--- src/rtl/conv_layer_sched.sv ---
// rtl/conv_layer_sched.sv - multi-layer ConvAcc descriptor sequencer
//
// Walks a descriptor table of N layers. For each layer it fetches
// {mode, w8}, pulses acc_start_o and waits for acc_finish_i, then swaps the
// ping-pong role of the two activation SRAMs (buf_sel_o).
//
// Optional feature macro: SCHED_WDOG_EN (RUN-state watchdog driving err_o).
//
// Ports:
//   clk, rstn            clock, synchronous active-low reset
//   run_i, num_layers_i  start a sequence of num_layers_i layers (IDLE only)
//   abort_i              abandon the sequence from any non-IDLE state
//   desc_addr_o          descriptor table read address
//   desc_rdata_i         {mode[3:0], w8[31:0]}, valid 1 cycle after address
//   acc_start_o          1-cycle start pulse to ConvAcc
//   acc_mode_o, acc_w8_o layer command, held stable while ConvAcc runs
//   acc_finish_i         ConvAcc finish
//   buf_sel_o            0: SRAM A input / B output, 1: swapped
//   layer_idx_o          current layer index
//   busy_o               high outside IDLE
//   done_o               1-cycle pulse after the last layer (or N=0)
//   err_o                sticky watchdog error
module conv_layer_sched #(
  parameter int MAX_LAYERS = 16,
  parameter int LW         = 5,
  parameter int WDOG_CYC   = 2**20,
  localparam int AW        = $clog2(MAX_LAYERS)
) (
  input  logic          clk,
  input  logic          rstn,
  input  logic          run_i,
  input  logic          abort_i,
  input  logic [LW-1:0] num_layers_i,
  output logic [AW-1:0] desc_addr_o,
  input  logic [35:0]   desc_rdata_i,
  output logic          acc_start_o,
  output logic [3:0]    acc_mode_o,
  output logic [31:0]   acc_w8_o,
  input  logic          acc_finish_i,
  output logic          buf_sel_o,
  output logic [AW-1:0] layer_idx_o,
  output logic          busy_o,
  output logic          done_o,
  output logic          err_o
);

  typedef enum logic [2:0] {
    S_IDLE, S_FETCH, S_WAIT_RD, S_LAUNCH, S_RUN, S_NEXT, S_DONE
  } state_t;

  state_t        state, state_nx;
  logic [AW-1:0] idx;
  logic [LW-1:0] n_lat;
  logic          last_layer;
  logic          wdog_expire;
  logic          aborting;

  assign aborting    = (state != S_IDLE) && abort_i;
  assign last_layer  = (LW'(idx) == (n_lat - LW'(1)));
  assign desc_addr_o = idx;
  assign layer_idx_o = idx;
  assign acc_start_o = (state == S_LAUNCH);
  assign busy_o      = (state != S_IDLE);

  always_comb begin
    state_nx = state;
    case (state)
      S_IDLE:    if (run_i) state_nx = (num_layers_i == '0) ? S_DONE : S_FETCH;
      S_FETCH:   state_nx = S_WAIT_RD;
      S_WAIT_RD: state_nx = S_LAUNCH;
      S_LAUNCH:  state_nx = S_RUN;
      // finish on the expiry cycle still counts as success
      S_RUN: begin
        if (acc_finish_i)     state_nx = S_NEXT;
        else if (wdog_expire) state_nx = S_IDLE;
      end
      S_NEXT:    state_nx = last_layer ? S_DONE : S_FETCH;
      S_DONE:    state_nx = S_IDLE;
      default:   state_nx = S_IDLE;
    endcase
    if (aborting) state_nx = S_IDLE;
  end

  always_ff @(posedge clk) begin
    if (!rstn) begin
      state      <= S_IDLE;
      idx        <= '0;
      n_lat      <= '0;
      buf_sel_o  <= 1'b0;
      acc_mode_o <= '0;
      acc_w8_o   <= '0;
      done_o     <= 1'b0;
    end else begin
      state  <= state_nx;
      // done_o is registered off DONE, so it lands 2 clk after run_i for N=0
      done_o <= (state == S_DONE) && !abort_i;
      case (state)
        S_IDLE: begin
          if (run_i) begin
            n_lat     <= (num_layers_i > LW'(MAX_LAYERS)) ? LW'(MAX_LAYERS) : num_layers_i;
            idx       <= '0;
            buf_sel_o <= 1'b0;
          end
        end
        S_WAIT_RD: begin
          acc_mode_o <= desc_rdata_i[35:32];
          acc_w8_o   <= desc_rdata_i[31:0];
        end
        S_NEXT: begin
          buf_sel_o <= ~buf_sel_o;
          if (!last_layer) idx <= idx + AW'(1);
        end
        default: ;
      endcase
      if (aborting) begin
        idx       <= '0;
        buf_sel_o <= 1'b0;
      end
    end
  end

`ifdef SCHED_WDOG_EN
  localparam int CW = $clog2(WDOG_CYC + 1);
  logic [CW-1:0] wdog_cnt;

  // counter holds the number of completed RUN cycles; expiry on the WDOG_CYC-th
  assign wdog_expire = (state == S_RUN) && (wdog_cnt == CW'(WDOG_CYC - 1));

  always_ff @(posedge clk) begin
    if (!rstn) begin
      wdog_cnt <= '0;
      err_o    <= 1'b0;
    end else begin
      if (state == S_LAUNCH)   wdog_cnt <= '0;
      else if (state == S_RUN) wdog_cnt <= wdog_cnt + CW'(1);
      if ((state == S_IDLE) && run_i)
        err_o <= 1'b0;
      else if (wdog_expire && !acc_finish_i && !abort_i)
        err_o <= 1'b1;
    end
  end
`else
  logic unused_wdog_cfg;
  assign unused_wdog_cfg = ^WDOG_CYC;
  assign wdog_expire     = 1'b0;
  assign err_o           = 1'b0;
`endif

endmodule

--- config.mk ---
export PLATFORM = sky130hd
export DESIGN_NAME = conv_layer_sched
export DESIGN_NICKNAME = d
export VERILOG_FILES = /design/src/rtl/conv_layer_sched.sv
export SDC_FILE = /design/constraint.sdc
export NUM_CORES = 1
export LEC_CHECK = 0
export ABC_AREA = 1
export CAP_MARGIN = 20
export CORE_MARGIN = 1
export CORE_UTILIZATION = 45
export CTS_CLUSTER_SIZE = 12
export DETAILED_ROUTE_END_ITERATION = 10
export HOLD_SLACK_MARGIN = 0.02
export PLACE_DENSITY = 0.9
export RECOVER_POWER = 50
export REMOVE_ABC_BUFFERS = 1
export SLEW_MARGIN = 15
export SYNTH_ARGS = -nofsm -noshare
export SYNTH_HDL_FRONTEND = slang
export SYNTH_SLANG_ARGS = --single-unit
--- constraint.sdc ---
create_clock -name clk -period 3.45 [get_ports clk]
set_clock_uncertainty 0.1 [all_clocks]
set_input_delay 0.69 -clock clk [delete_from_list [all_inputs] [get_ports clk]]
set_output_delay 0.69 -clock clk [all_outputs]
set_load 0.02 [all_outputs]
Word level (Yosys, flattened, before mapping). Cells that the tools add are included.

Add/sub/neg operators: 2. Order comparisons: 1. Equality and inequality tests: 10. Multiplexer cells: 11. Bitwise gates (word level): 2. Reductions and logical operators: 12.

Operators with widths (number): one-hot mux 3 bit (6 select lines) (1); two-way mux 3 bit (4); equality test 3 bit, second input constant (3); two-way mux 4 bit (2); one-hot mux 4 bit (2 select lines) (1); equality test 3 x 2 -> 1 bit, second input constant (2); inequality test 2 bit, second input constant (3); AND reduction 2 bit (3); equality test 4 x 5 -> 1 bit (1); greater-than comparator 5 bit, second input constant (1); logical NOT 5 bit (1); two-way mux 5 bit (1); subtractor 5 x 1 -> 5 bit, second input constant (1); adder 4 x 1 -> 4 bit, second input constant (1); equality test 3 x 1 -> 1 bit, second input constant (1); logical NOT 3 bit (1); AND reduction 3 bit (1); nonzero test 3 bit (1); logical AND 1 bit (2); NOT 1 bit (2); one-hot mux 1 bit (2 select lines) (1); nonzero test 2 bit (1); OR reduction 2 bit (1); logical NOT 1 bit (1); two-way mux 1 bit (1).

Bits in registers: 50.

Longest topological paths before layout.
Depth after elaboration: 4. Gate-level depth with buffers: 12.

Worst setup path after synthesis. OpenSTA, ideal clock, no wires.

Kind: reg-to-output. From: reg state[1]. To: out acc_start_o. Arrival time: 0.902 ns. Required time: 2.660 ns. Slack: 1.758 ns. Stages on the path, launching flop included: 3. Path buffers: 0. Cells stage by stage: dfxtp_1 > nand2_1 > nor2_1.

Cells in the longest elaborated chain, start to end: 1.

Ends and longest elaborated chain: from (decl) (RTL line 51) `state_t state, state_nx;`; from (signal assigned) (RTL line 94) `state <= state_nx;`; equality test 3 x 2 -> 1 bit (RTL line 62) `assign acc_start_o = (state == S_LAUNCH);`; to (decl) (RTL line 36) `output logic acc_start_o,`.

Every way passes these cells.

Final worst setup path.
From: reg state[1]. To: reg acc_mode_o[3].

Cells in the longest elaborated chain, start to end: 1.

Ends and longest elaborated chain: equality test 3 x 2 -> 1 bit (RTL line 97) `case (state)`; to (signal assigned) (RTL line 106) `acc_mode_o <= desc_rdata_i[35:32];`; to (decl) (RTL line 37) `output logic [3:0] acc_mode_o,`.

Every way passes these cells. A chain may end at the register's enable or synchronous reset.

==> impl_results.md <==
* Run status: finished, violations left
* Violated checks: design-rule violations
* Vias in the first global route at 2049
* Total wire length at 5.48 mm
* CP max stage cell: nand3_1
* Final core utilization at 0.709
* CTS tree: yes
* DRC errors left at 8
* DIE WIDTH at 70.9 um
* Row cnt at 24
* H-tree Lvls at 2
* Core area at 4440 um^2
* Flops & latches, synth at 50
* Initial antenna violation count at 0
* Share of layout cells above drive strength 1 at 0.0531
* Power per Cell Area at 478 nW/um^2
* Final hold viol count at 0
* Final GP Congestion at 0.830
* Largest net degree at the start of global routing at 46
* Worst min path class: flip-flop to flip-flop
* Gate Count Post-Synth at 290
* Clock tree buffer depth at 2
* Top cells by count, synth: a21oi_1 (50), dfxtp_1 (50), inv_1 (49), nand2_1 (43), o21ai_0 (40)
* CP endpoint kind: flip-flop
* Max-slew violations at 0
* Post-DP HPWL at 4.05 mm
* Die height at 70.9 um
* CTS sink count at 50
* Number of hold buffers added after cts at 0
* Worst vdd ir at 0.000358 V
* Unrepaired setup endpoints after global routing: no
* # nets final at 424
* CP arrival at 2.59 ns
* GRT Overall Usage at 0.227
* Drt pass-1 iters at 7
* Multi-input logic area at 850 um^2
* Sequential Area at 1000 um^2
* # fillers at 352
* Vias post-DR at 2167
* Startpoint Class: flip-flop
* Cts bufs inserted at 5
* DR WL/cell at 12.8 um
* Post-synth EDFFs at 0
* Critical-path cell list: nand3_1 > clkbuf_2 > o21ai_0 > a21oi_1
* Effective utilization at floorplan at 0.481
* Worst slew margin at 0.379
* Cell Area, Synth at 2140 um^2
* Area contributors post-synth: dfxtp_1 (47%), a21oi_1 (12%), o21ai_0 (9.4%)
* Die area at 5030 um^2
* Syn avg cell area at 7.36 um^2
* CTS resizes at 0
* I/O Buffers at 93
* Sequential fraction of the synthesis area at 0.469
* Post-CTS Setup Bufs at 0
* Final Cycle Share at 0.728
* Antenna Nets Post-Route at 0
* Setup Viol. Count Final at 0
* Crit-path max cell delay at 0.71 ns
* Min Tclk post-route at 2.51 ns
* Overflow after GRT at 0
* Number of DRC markers in iteration 0 at 133
* Worst Path Required at 3.52 ns
* Clk slew on worst S/H paths at 0.09 ns
* Placed Cells at 421
* IO Count at 95
* Vias per inst at 5.05
* Final hold slack at 0.343 ns
* Synth-to-layout area growth at 47.5%
* Post-synth ARST share at 0
* Max_cap viols at 0
* Final cell count without fillers at 429
* Cell taking the most area after synthesis: dfxtp_1
* First-pass GRT wire length at 9.00 mm
* Critical path type: flip-flop to flip-flop
* Worst-Skew Late Latency at 0.30 ns
* Top-area cell type share of the netlist area at 0.469
* CP Max Fanout at 45
* Antenna diodes at 0
* Clock Tree Root: clkbuf_8
* Worst slew pin tran at 0.930 ns
* Ys Warns at 0
* Leakage at 0.00122 uW
* Distinct cells, synth at 25
* Final TNS setup at 0 ns
* Top_reg_cell synth: dfxtp_1
* Max Freq at 398 MHz
[flip-flops by register name (all words and copies together) (netlist names)]
| name | cells |
|---|---|
| acc_mode_o | 4 |
| done_o | 1 |
| state | 3 |
| acc_w8_o | 32 |
| n_lat | 5 |
| desc_addr_o | 4 |
| buf_sel_o | 1 |
[power breakdown]
group          switching (uW)  internal (uW)  total (uW)
combinational             257            204         461
sequential               42.0            647         689
clock                     193            161         355
[kinds of logic after synthesis]
family | synth area share
and+or+nand+nor | 0.163
DFF | 0.469
other | 0.00176
adders and majority gates | 0.0117
buffers and inverters | 0.129
xor gates and xnor gates | 0.00820
AOI/OAI and AO/OA | 0.218
[layout make-up]
type / count / share of cell area
Clock inverter: 2 / 0.00397
Multi-Input combinational cell: 172 / 0.270
Sequential cell: 50 / 0.318
Clock buffer: 6 / 0.0262
Timing Repair Buffer: 95 / 0.300
Tap cell: 52 / 0.0207
Inverter: 52 / 0.0620
[cell usage in the layout (no fill, tap or decap), types with 3 or more instances in the layout]
cell type,count
clkdlybuf4s50_1,74
o21ai_0,40
dfxtp_1,50
nand3_1,13
clkbuf_8,6
inv_2,3
dlygate4sd3_1,19
a21oi_1,50
nor2_1,10
inv_1,49
nand2_1,43
[per-stage QoR]
step | setup slack [ns] | instance area [um^2] | total power [uW]
after floorplan | 1.63 | 2060 | 943
after global placement | 1.20 | 3070 | 1160
after detailed placement | 1.12 | 3070 | 1170
after CTS | 0.916 | 3160 | 1520
after global routing | 0.623 | 3150 | 1580
final | 0.937 | 3150 | 1500
[worst max-delay path, delay by kind of cell (launching register included)]
kind	cells	cell delay [ns]
and+or+nand+nor	1	0.71
buffers and inverters	1	0.64
DFF	1	0.51
AOI/OAI and AO/OA	2	0.42
[layer usage]
metal | part of all wire | up-vias | track usage
met1 | 0.41 | 962 | 0.255
met3 | 0.12 | 11 | 0.111
met5 | 0 | - | 0
met4 | 0.018 | 0 | 0.0711
met2 | 0.45 | 101 | 0.380
li1 | - | 1093 | -
[path summary, 6_finish.rpt]
check / from / end / slack (ns) / cells past startpoint
worst min-delay path: acc_w8_o[28] / acc_w8_o[28] / 0.34 / 2
worst min register to register: acc_w8_o[28] / acc_w8_o[28] / 0.34 / 2
worst max-delay path: state[1] / acc_mode_o[3] / 0.94 / 4
worst max register to register: state[1] / acc_mode_o[3] / 0.94 / 4
No activity file was read; power rests on OpenSTA's default activity.
